File: config.mk
export PLATFORM = sky130hd
export DESIGN_NAME = vga_timing_gen
export DESIGN_NICKNAME = d
export VERILOG_FILES = /design/src/rtl/vga_timing_gen.sv
export SDC_FILE = /design/constraint.sdc
export NUM_CORES = 1
export LEC_CHECK = 0
export CAP_MARGIN = 20
export CORE_AREA = 3 3 69 71
export DETAILED_ROUTE_END_ITERATION = 10
export DIE_AREA = 0 0 72 74
export PLACE_DENSITY = 0.78
export SYNTH_ARGS = -nofsm -noshare
export SYNTH_HDL_FRONTEND = slang
export SYNTH_SLANG_ARGS = --single-unit
export TNS_END_PERCENT = 20
File: constraint.sdc
create_clock -name clk -period 4.1 [get_ports clk]
set_input_delay 0.615 -clock clk [delete_from_list [all_inputs] [get_ports clk]]
set_output_delay 0.615 -clock clk [all_outputs]
set_load 0.02 [all_outputs]
File: src/rtl/vga_timing_gen.sv
// vga_timing_gen
// Raster timing generator for a 640x480 @ 60 Hz display (timing is parameterised).
// Produces pixel/line counters, active-low sync pulses, an active-video flag,
// a one-clock frame tick at the start of vertical blank and a square wave
// whose period is FRAMES_PER_SEC frames.
//
// Ports
//   clk        system clock
//   rst_n      asynchronous active-low reset
//   ce         pixel-advance enable (tie high when clk is the pixel clock)
//   Hcount     current pixel column, 0..H_TOTAL-1
//   Vcount     current line, 0..V_TOTAL-1
//   Hsync      horizontal sync, active low
//   Vsync      vertical sync, active low
//   active     high inside the visible area
//   frame_tick one-clk pulse on the first cycle at (0, V_ACTIVE)
//   sec        high while the frame counter is in its upper half
//
// All outputs are registered. Sync/active/tick are decoded from the next
// counter values so they line up with the counters on the same cycle.
`timescale 1ns/1ps
module vga_timing_gen #(
    parameter int H_ACTIVE       = 640,
    parameter int H_FP           = 16,
    parameter int H_SYNC         = 96,
    parameter int H_BP           = 48,
    parameter int V_ACTIVE       = 480,
    parameter int V_FP           = 10,
    parameter int V_SYNC         = 2,
    parameter int V_BP           = 33,
    parameter int FRAMES_PER_SEC = 60
) (
    input  logic       clk,
    input  logic       rst_n,
    input  logic       ce,
    output logic [9:0] Hcount,
    output logic [9:0] Vcount,
    output logic       Hsync,
    output logic       Vsync,
    output logic       active,
    output logic       frame_tick,
    output logic       sec
);

    localparam int H_TOTAL = H_ACTIVE + H_FP + H_SYNC + H_BP;
    localparam int V_TOTAL = V_ACTIVE + V_FP + V_SYNC + V_BP;
    localparam int FW      = $clog2(FRAMES_PER_SEC);

    localparam logic [9:0] H_LAST   = 10'(H_TOTAL - 1);
    localparam logic [9:0] V_LAST   = 10'(V_TOTAL - 1);
    localparam logic [9:0] H_VIS    = 10'(H_ACTIVE);
    localparam logic [9:0] V_VIS    = 10'(V_ACTIVE);
    localparam logic [9:0] HS_FIRST = 10'(H_ACTIVE + H_FP);
    localparam logic [9:0] HS_LAST  = 10'(H_ACTIVE + H_FP + H_SYNC - 1);
    localparam logic [9:0] VS_FIRST = 10'(V_ACTIVE + V_FP);
    localparam logic [9:0] VS_LAST  = 10'(V_ACTIVE + V_FP + V_SYNC - 1);

    localparam logic [FW-1:0] F_LAST = FW'(FRAMES_PER_SEC - 1);
    localparam logic [FW-1:0] F_HALF = FW'(FRAMES_PER_SEC / 2);

    generate
        if (H_TOTAL > 1024 || V_TOTAL > 1024) begin : g_bad_total
            $error("vga_timing_gen: H_TOTAL and V_TOTAL must not exceed 1024");
        end
        if (FRAMES_PER_SEC < 2 || (FRAMES_PER_SEC % 2) != 0) begin : g_bad_fps
            $error("vga_timing_gen: FRAMES_PER_SEC must be even and at least 2");
        end
    endgenerate

    logic [9:0]    h_nxt;
    logic [9:0]    v_nxt;
    logic          hs_nxt;
    logic          vs_nxt;
    logic          act_nxt;
    logic          tick_nxt;
    logic [FW-1:0] fcnt;
    logic [FW-1:0] fcnt_nxt;

    always_comb begin
        h_nxt = (Hcount == H_LAST) ? 10'd0 : Hcount + 10'd1;
        v_nxt = Vcount;
        if (Hcount == H_LAST) begin
            v_nxt = (Vcount == V_LAST) ? 10'd0 : Vcount + 10'd1;
        end
        hs_nxt   = !((h_nxt >= HS_FIRST) && (h_nxt <= HS_LAST));
        vs_nxt   = !((v_nxt >= VS_FIRST) && (v_nxt <= VS_LAST));
        act_nxt  = (h_nxt < H_VIS) && (v_nxt < V_VIS);
        // Only a ce-advance can land on (0, V_ACTIVE), so holding there with
        // ce=0 never re-fires the tick.
        tick_nxt = (h_nxt == 10'd0) && (v_nxt == V_VIS);
        fcnt_nxt = (fcnt == F_LAST) ? '0 : fcnt + FW'(1);
    end

    always_ff @(posedge clk or negedge rst_n) begin
        if (!rst_n) begin
            Hcount     <= '0;
            Vcount     <= '0;
            Hsync      <= 1'b1;
            Vsync      <= 1'b1;
            active     <= 1'b1;
            frame_tick <= 1'b0;
            sec        <= 1'b0;
            fcnt       <= '0;
        end else if (ce) begin
            Hcount     <= h_nxt;
            Vcount     <= v_nxt;
            Hsync      <= hs_nxt;
            Vsync      <= vs_nxt;
            active     <= act_nxt;
            frame_tick <= tick_nxt;
            if (tick_nxt) begin
                fcnt <= fcnt_nxt;
                sec  <= (fcnt_nxt >= F_HALF);
            end
        end else begin
            frame_tick <= 1'b0;
        end
    end

endmodule

==> results of run 1 <==
-- final timing paths --
| check | to | slack [ps] |
|---|---|---|
| max | fcnt[0] | 1080 |
| min | sec | 490 |
| max reg2reg | fcnt[0] | 1080 |
| min reg2reg | sec | 490 |
| max in group asynchronous | Hsync | 3050 |
| min in group asynchronous | Vcount[7] | 720 |
-- layer usage --
metal	vias up	wire [um]
met4	0	83
met2	65	2200
met5	-	0
li1	879	-
met3	9	270
met1	858	2210
-- cells by family after synthesis --
family	share of synthesized area [%]
compound gates	16.8
xor+xnor	5.85
fa+ha+maj	4.66
buf+inv	5.38
flops	37.2
mux	4.54
simple gates	25.6
-- critical path, cell delays in order (launching register included) --
cell	delay, ps
dfrtp_1	460
ha_1	270
nand4_1	230
nor3_1	630
buf_4	260
a41oi_1	70
nor4b_4	470
nand2_4	150
mux2_1	340
-- flip-flops by register name (all words and copies together) (netlist names) --
| signal | count |
|---|---|
| Hcount | 10 |
| Hsync | 1 |
| Vcount | 10 |
| Vsync | 1 |
| active | 1 |
| fcnt | 6 |
| frame_tick | 1 |
| sec | 1 |
-- power groups by stage --
stage	Clock (uW)	Combinational (uW)	Sequential, uW
after floorplan	0	150	419
after CTS	271	254	407
after global placement	0	251	411
after detailed placement	0	253	412
final	267	253	409
after global routing	282	278	417
-- through the flow --
stage / cell area, sq um / power, uW
5_1_grt: 2490 / 977
3_5_place_dp: 2390 / 664
6_report: 2490 / 929
4_1_cts: 2490 / 932
2_1_floorplan: 2090 / 569
3_3_place_gp: 2390 / 662
-- synthesized netlist by cell type, types with 2 or more instances --
library cell,instances
xnor2_1,12
o21a_1,2
nand2_1,22
o32ai_1,2
dfrtp_1,28
and3_1,5
nand4_1,7
buf_2,3
a31o_1,2
nor4_1,3
clkbuf_1,9
nand4b_1,2
a31oi_1,3
inv_1,12
nand3_1,11
o211ai_1,2
o21ai_0,10
a21oi_1,5
nor2_1,15
ha_1,7
nand3b_1,2
dfstp_2,3
a211oi_1,3
a21o_1,2
xor2_1,2
mux2i_1,5
o21bai_1,2
nor3_1,9
mux2_1,3
nand2b_1,2
o2bb2ai_1,2
-- final cells by class --
| type | count | area, sq um | share of cell area, % |
|---|---|---|---|
| multi-input cells | 171 | 1200 | 48.2 |
| flip-flops and latches | 31 | 779 | 31.3 |
| repair buffers | 31 | 298 | 11.9 |
| clock buffers | 8 | 100 | 4.01 |
| well taps | 52 | 65.1 | 2.61 |
| inverters | 13 | 48.8 | 1.96 |
==> metrics.md, run 1 <==
| Metric | Value |
|---|---|
| Num CTS Buffers | `5` |
| Final WS setup | `1080 ps` |
| Ys async rst share | `100%` |
| Routed Antenna Nets | `0` |
| Finished Core Util | `58.1%` |
| Largest cells by area after synthesis | `dfrtp_1 (33%), xnor2_1 (5.0%), ha_1 (4.2%), nand2_1 (3.9%), dfstp_2 (3.8%)` |
| Worst-skew pair later-pin latency | `290 ps` |
| VDD IR max | `0.235 mV` |
| Io pins | `28` |
| Vias per cell | `5.92` |
| Final setup TNS | `0 ps` |
| Total track usage | `19.5%` |
| Rel. slew slack | `54.9%` |
| Comb power frac | `27.2%` |
| First-pass GRT wire length | `8.15 mm` |
| Most Crowded Layer GR | `met2` |
| Placed insts | `297` |
| Max-Cap Viols | `0` |
| Syn-to-layout area delta | `19.1%` |
| Clk_skew | `7.75 ps` |
| Row count | `24` |
| Pre-CTS WS | `1150 ps` |
| Cts repair resizes | `0` |
| WHS | `493 ps` |
| Least-Margin Pin Slew | `671 ps` |
| Layout cell share with drive strength beyond 1 | `9.45%` |
| Number of synthesized flops with an enable pin | `0` |
| Worst setup EP type | `register` |
| Cts hold-fix bufs | `0` |
| Met3 Usage GRT | `5.41%` |
| Setup bufs post-CTS | `0` |
| Final non-filler cell total | `306` |
| Drt drc | `0` |
| Port buffer count | `27` |
| GRT met2 Usage | `30.9%` |
| Post-synthesis register bit count | `31` |
| FF-to-FF path depth | `8` |
| DR WL/cell | `15.6 um` |
| Antenna Cells | `0` |
| Vias | `1811` |
| Fin nets | `263` |
| Worst Path Arrival | `3180 ps` |
| Yosys top cell by area | `dfrtp_1` |
| Startpoint type of the worst setup path | `register` |
| Final min period | `3020 ps` |
| P_int | `611 uW` |
| Commonest non-fill, non-tap cell in the layout | `dfrtp_1` |
| Sink Count | `31` |
| Largest net degree at the start of global routing | `32` |
| Clock-pin slew on the worst setup and hold paths | `70 ps` |
| Worst reg2reg startpoint | `Hcount[1]` |
| Clock Tree Buf Depth | `2` |
| TritonCTS clock tree | `yes` |
| H-tree depth | `2` |
| Hold_sp | `sec` |
| Number of global-route vias before repair | `1733` |
| Die Width | `72 um` |
| Leakage power | `0.00102 uW` |
| Net count after synthesis | `239` |
| Mapped Cells | `229` |
| Most frequent cells in the layout | `dfrtp_1 (28), clkdlybuf4s50_1 (27), nand2_1 (22), nor2_1 (15)` |
| Hold path cells | `1` |
| RSZ-0062 raised after global routing | `false` |
| Clock root buffer master | `clkbuf_8` |
| Final setup vio count | `0` |
| Synth Area per Inst | `9.15 sq um` |
| Antenna violations before repair | `0` |
| CP Class | `register to register` |
| Clock power frac | `28.7%` |
| Starting density of the core | `48.8%` |
| Worst hold-check path type | `register to register` |
| Netlist cell types | `63` |
| Switching share of total power | `34.2%` |
| Initial DRT Pass Iterations | `4` |
| Routed WL | `4.76 mm` |
| Synth top area share | `33.5%` |
| Slew Viols, Final | `0` |
| Max Clk Rate | `0.331 GHz` |
| Period utilization | `73.6%` |
| CP Launch Point | `Hcount[1]` |
| Sequential fraction of the synthesis area | `37.2%` |
| DRC marker count from the first detailed-route iteration | `123` |
| Synth Warn # | `0` |
| Post-DP HPWL | `3.41 mm` |
| GR Util met1 | `25.3%` |
| Mapped Area | `0.00209 sq mm` |
| Status | `finished, final reports clean` |
| Final hold violation count | `0` |
| Core area | `0.00429 sq mm` |
| Sequential power share | `44.1%` |
| PD cells | `372 mW/mm^2` |
| Req. time, crit path | `4260 ps` |
| Die ar. | `0.00533 sq mm` |
| NetSw | `317 uW` |
| Placer Congestion | `0.844` |
| Ys flop type | `dfrtp_1` |
| Fill cell count | `392` |
| DIE HEIGHT | `74 um` |
| Crit path max fanout | `8` |
| Grt ovf | `0` |
Note: power is estimated with default switching activity, not from simulation.
==> inputs of run 2 (changes only) <==
Clock period 4.1 ns to 3.2 ns, I/O delays scaled along.
==> metrics.md, run 2 (synthesized netlist as in run 1, its figures left out) <==
| Metric | Value |
|---|---|
| Drt drc | `0` |
| Hold path cells | `2` |
| Rel. slew slack | `63.9%` |
| Worst r2r dst | `fcnt[0]` |
| Reg2reg setup slack | `280 ps` |
| Period utilization | `91.3%` |
| Sink Count | `31` |
| Setup bufs post-CTS | `0` |
| Hold_sp | `Hsync` |
| Clock-pin slew on the worst setup and hold paths | `70 ps` |
| Initial DRT Pass Iterations | `4` |
| DRC marker count from the first detailed-route iteration | `149` |
| DIE HEIGHT | `74 um` |
| DR WL/cell | `15.1 um` |
| Top Registers | `Hcount x10, Vcount x10, fcnt x6` |
| Routed WL | `4.70 mm` |
| Switching share of total power | `34.5%` |
| Comb power frac | `29.8%` |
| Final setup vio count | `0` |
| Least-Margin Pin Slew | `538 ps` |
| Worst hold-check path type | `register to register` |
| Leakage power | `0.00105 uW` |
| Startpoint type of the worst setup path | `register` |
| WHS | `492 ps` |
| FF-to-FF path depth | `8` |
| NetSw | `405 uW` |
| Worst reg2reg startpoint | `Hcount[1]` |
| PD cells | `465 mW/mm^2` |
| Final setup TNS | `0 ps` |
| Die ar. | `0.00533 sq mm` |
| Num CTS Buffers | `5` |
| CP Class | `register to register` |
| Antenna Cells | `0` |
| Placed Instance Area | `0.00243 sq mm` |
| H-tree depth | `2` |
| Final hold violation count | `0` |
| Max-Cap Viols | `0` |
| Hold Crit Endpoint | `Hsync` |
| Worst path top cell family by delay | `simple AND/OR/NAND/NOR gates` |
| Sequential power share | `43.3%` |
| Fill cell count | `397` |
| Worst Path Buf+Inv | `0` |
| Total track usage | `19.6%` |
| Clock Tree Buf Depth | `2` |
| Grt ovf | `0` |
| Most frequent cells in the layout | `dfrtp_1 (28), clkdlybuf4s50_1 (27), nand2_1 (22), nor2_1 (15)` |
| VDD IR max | `0.382 mV` |
| CP max stage delay | `460 ps` |
| Starting density of the core | `48.8%` |
| Placer Congestion | `0.936` |
| Worst Path Arrival | `3090 ps` |
| Fin nets | `268` |
| Worst setup EP type | `register` |
| Crit-path cells | `ha_1 -> nand4_1 -> or3_4 -> a211o_1 -> a211oi_2 -> nor3b_4 -> nand2_4 -> mux2_1` |
| Clk_skew | `7.90 ps` |
| Syn-to-layout area delta | `20.5%` |
| Final instance area | `0.00252 sq mm` |
| Slew Viols, Final | `0` |
| Number of global-route vias before repair | `1704` |
| Core area | `0.00429 sq mm` |
| First-pass GRT wire length | `8.25 mm` |
| Layout cell share with drive strength beyond 1 | `11.2%` |
| Die Width | `72 um` |
| Clock root buffer master | `clkbuf_8` |
| RSZ-0062 raised after global routing | `false` |
| Antenna violations before repair | `0` |
| Crit path max fanout | `8` |
| Io pins | `28` |
| Commonest non-fill, non-tap cell in the layout | `dfrtp_1` |
| TritonCTS clock tree | `yes` |
| Clock power frac | `26.9%` |
| Final min period | `2920 ps` |
| Storage cell area | `779 sq um` |
| Req. time, crit path | `3370 ps` |
| Routed Antenna Nets | `0` |
| Worst-skew pair later-pin latency | `280 ps` |
| Vias per cell | `5.90` |
| Largest net degree at the start of global routing | `32` |
| Vias | `1835` |
| CP max-delay cell | `dfrtp_1` |
| P_int | `769 uW` |
| Post-DP HPWL | `3.41 mm` |
| Cts hold-fix bufs | `0` |
| Max Clk Rate | `0.342 GHz` |
| Row count | `24` |
| Multi-input gate area | `0.00120 sq mm` |
| Port buffer count | `27` |
| Cts repair resizes | `0` |
| Status | `finished, final reports clean` |
-- run 2: metrics by stage --
| step | utilization [%] | instances | setup WS [ps] | total power, uW |
|---|---|---|---|---|
| detailed placement | 56.7 | 303 | 288 | 864 |
| global route | 58.8 | 311 | 46.8 | 1250 |
| floorplan | - | 229 | 401 | 730 |
| finish | 58.8 | 311 | 277 | 1170 |
| global placement | 56.7 | 303 | 381 | 859 |
| CTS | 58.8 | 311 | 268 | 1190 |
-- run 2: how the worst max path moves through the flow --
stage              start      end  depth (start not counted)
2_1_floorplan  Hcount[1]      sec                          8
3_3_place_gp   Hcount[1]      sec                          8
3_5_place_dp   Hcount[1]  fcnt[0]                          8
4_1_cts        Hcount[1]      sec                          8
5_1_grt        Hcount[1]      sec                          8
6_report       Hcount[1]  fcnt[0]                          8
-- run 2: routing by layer --
layer	vias to the layer above	share of wire [%]	routed length (um)	GRT usage, %
li1	892	-	-	-
met1	878	48	2240	26.3
met2	57	46	2150	31.9
met3	8	4.7	219	4.19
met4	0	1.8	83	6.05
met5	-	0	0	0
-- run 2: area by class of cell --
class | count | area share (%)
Sequential cell | 31 | 30.9
Timing Repair Buffer | 36 | 13.4
Inverter | 13 | 1.93
Multi-Input combinational cell | 171 | 47.6
Clock buffer | 7 | 3.42
Tap cell | 52 | 2.58
Clock inverter | 1 | 0.198
-- run 2: worst register-to-register path, delay by kind of cell (launching register included) --
kind                       cells  cell delay (ps)
adders and majority gates      1              260
AOI/OAI and AO/OA              2              550
and+or+nand+nor                4             1210
muxes                          1              330
DFF                            1              460
-- run 2: power by group through the flow --
| stage | sequential, uW | clock [uW] | combinational [uW] |
|---|---|---|---|
| 2_1_floorplan | 537 | 0 | 192 |
| 3_3_place_gp | 512 | 0 | 347 |
| 3_5_place_dp | 515 | 0 | 350 |
| 4_1_cts | 509 | 329 | 352 |
| 5_1_grt | 520 | 342 | 385 |
| 6_report | 509 | 316 | 349 |
==> inputs of run 3 (changes only) <==
--- a/config.mk
+++ b/config.mk
@@ -8,6 +8,8 @@
 export CAP_MARGIN = 20
 export CORE_AREA = 3 3 69 71
+export CTS_CLUSTER_DIAMETER = 30
 export DETAILED_ROUTE_END_ITERATION = 10
 export DIE_AREA = 0 0 72 74
+export GPL_ROUTABILITY_DRIVEN = 0
 export PLACE_DENSITY = 0.78
 export SYNTH_ARGS = -nofsm -noshare
==> constraint.sdc (replaced) <==
create_clock -name clk -period 3.2 [get_ports clk]
set_input_delay 0.64 -clock clk [delete_from_list [all_inputs] [get_ports clk]]
set_output_delay 0.64 -clock clk [all_outputs]
set_load 0.02 [all_outputs]
==> metrics.md, run 3 (synthesized netlist as in run 1, its figures left out) <==
| Metric | Value |
|---|---|
| Status | `finished, final reports clean` |
| Fin nets | `268` |
| Least-Margin Pin Slew | `515 ps` |
| DR WL/cell | `14.8 um` |
| RSZ-0062 raised after global routing | `false` |
| Final WS setup | `257 ps` |
| Worst path top cell family by delay | `simple AND/OR/NAND/NOR gates` |
| Num CTS Buffers | `5` |
| Die ar. | `0.00533 sq mm` |
| Row count | `24` |
| Die Width | `72 um` |
| CP max stage delay | `480 ps` |
| Setup bufs post-CTS | `0` |
| CP Class | `register to register` |
| Hold Crit Endpoint | `sec` |
| Vias | `1782` |
| Worst hold-check path type | `register to register` |
| Worst Path Arrival | `3110 ps` |
| Max-Cap Viols | `0` |
| Layout cell share with drive strength beyond 1 | `10.8%` |
| DIE HEIGHT | `74 um` |
| Req. time, crit path | `3360 ps` |
| Clock root buffer master | `clkbuf_8` |
| Starting density of the core | `48.8%` |
| Startpoint type of the worst setup path | `register` |
| Storage cell area | `779 sq um` |
| Worst Path Buf+Inv | `0` |
| Syn-to-layout area delta | `20.1%` |
| P_int | `748 uW` |
| Initial DRT Pass Iterations | `4` |
| Rel. slew slack | `65.4%` |
| Routed Antenna Nets | `0` |
| Cts hold-fix bufs | `0` |
| Port buffer count | `27` |
| Grt ovf | `0` |
| Slew Viols, Final | `0` |
| Drt drc | `0` |
| VDD IR max | `0.329 mV` |
| Final setup vio count | `0` |
| FF-to-FF path depth | `8` |
| Final min period | `2940 ps` |
| Pre-CTS WS | `294 ps` |
| Hold path cells | `1` |
| NetSw | `399 uW` |
| Final hold violation count | `0` |
| Max Clk Rate | `0.340 GHz` |
| Hold_sp | `sec` |
| DRC marker count from the first detailed-route iteration | `182` |
| Routed WL | `4.60 mm` |
| Io pins | `28` |
| Antenna violations before repair | `0` |
| Switching share of total power | `34.8%` |
| Crit path max fanout | `8` |
| Post-DP HPWL | `3.36 mm` |
| Multi-input gate area | `0.00120 sq mm` |
| Leakage power | `0.00104 uW` |
| Worst-skew pair later-pin latency | `280 ps` |
| H-tree depth | `2` |
| Vias per cell | `5.73` |
| TritonCTS clock tree | `yes` |
| Most frequent cells in the layout | `dfrtp_1 (28), clkdlybuf4s50_1 (27), nand2_1 (22), nor2_1 (15)` |
| Fill cell count | `396` |
| Clock-pin slew on the worst setup and hold paths | `60 ps` |
| Largest net degree at the start of global routing | `32` |
| Clk_skew | `3.14 ps` |
| Comb power frac | `30.3%` |
| PD cells | `456 mW/mm^2` |
| Worst r2r dst | `fcnt[0]` |
| Antenna Cells | `0` |
| Reg2reg setup slack | `260 ps` |
| Final setup TNS | `0 ps` |
| Clock power frac | `25.4%` |
| Top Registers | `Hcount x10, Vcount x10, fcnt x6` |
| First-pass GRT wire length | `7.94 mm` |
| Number of global-route vias before repair | `1684` |
| Total track usage | `19.0%` |
| Sequential power share | `44.3%` |
| Clock Tree Buf Depth | `2` |
| Period utilization | `92.0%` |
| Cts repair resizes | `0` |
| Commonest non-fill, non-tap cell in the layout | `dfrtp_1` |
| Worst setup EP type | `register` |
| CP max-delay cell | `dfrtp_1` |
| Crit-path cells | `ha_1 -> nand4_1 -> or3_4 -> a211o_1 -> a211oi_2 -> nor3b_4 -> nand2_4 -> mux2_1` |
| Sink Count | `31` |
| Core area | `0.00429 sq mm` |
| Worst reg2reg startpoint | `Hcount[1]` |
==> run 3: cell types whose count changed in the layout (fill, tap and decap cells not counted) <==
cell / change
clkbuf_1: +1
clkbuf_8: -1
==> run 3: routing by layer <==
| layer | share of wire [%] | GRT usage (%) | wire (um) |
|---|---|---|---|
| met5 | 0 | 0 | 0 |
| met4 | 2.6 | 9.19 | 119 |
| met3 | 4.6 | 3.78 | 210 |
| met2 | 44 | 29.5 | 2010 |
| met1 | 49 | 25.7 | 2250 |
==> run 3: worst reg2reg max path: cells and delay by family (launching register included) <==
kind                       cells  cell delay, ps
AOI/OAI and AO/OA              2             520
adders and majority gates      1             270
DFF                            1             480
muxes                          1             340
and+or+nand+nor                4            1200
==> run 3: worst max-delay path by stage <==
stage                     startpoint      end  slack [ps]  depth (start not counted)
after floorplan            Hcount[1]      sec         400                          8
after global placement     Hcount[1]  fcnt[0]         380                          8
after detailed placement   Hcount[1]  fcnt[0]         290                          8
after CTS                  Hcount[1]  fcnt[0]         260                          8
after global routing       Hcount[1]  fcnt[0]          80                          8
final                      Hcount[1]  fcnt[0]         260                          8
==> run 3: final cells by class <==
cell class                      instances  share of cell area [%]
Multi-Input combinational cell        171                    47.8
Inverter                               13                    1.94
Timing Repair Buffer                   36                    13.4
Clock buffer                            7                    3.03
Sequential cell                        31                    31.0
Tap cell                               52                    2.59
Clock inverter                          1                   0.199
==> run 3: through the flow <==
step                      hold WS, ps  util, %  total power, uW  instances  area (sq um)
after floorplan                   344        -              730        229          2090
after global placement            475     56.7              858        303          2430
after detailed placement          487     56.7              863        303          2430
after CTS                         500     58.6             1160        311          2510
after global routing              524     58.6             1220        311          2510
final                             493     58.6             1150        311          2510
==> run 3: power groups by stage <==
stage / sequential (uW) / clock [uW] / combinational (uW)
after CTS: 508 / 302 / 351
after global placement: 512 / 0 / 346
after detailed placement: 514 / 0 / 349
after global routing: 521 / 317 / 385
final: 508 / 291 / 347
after floorplan: 537 / 0 / 192
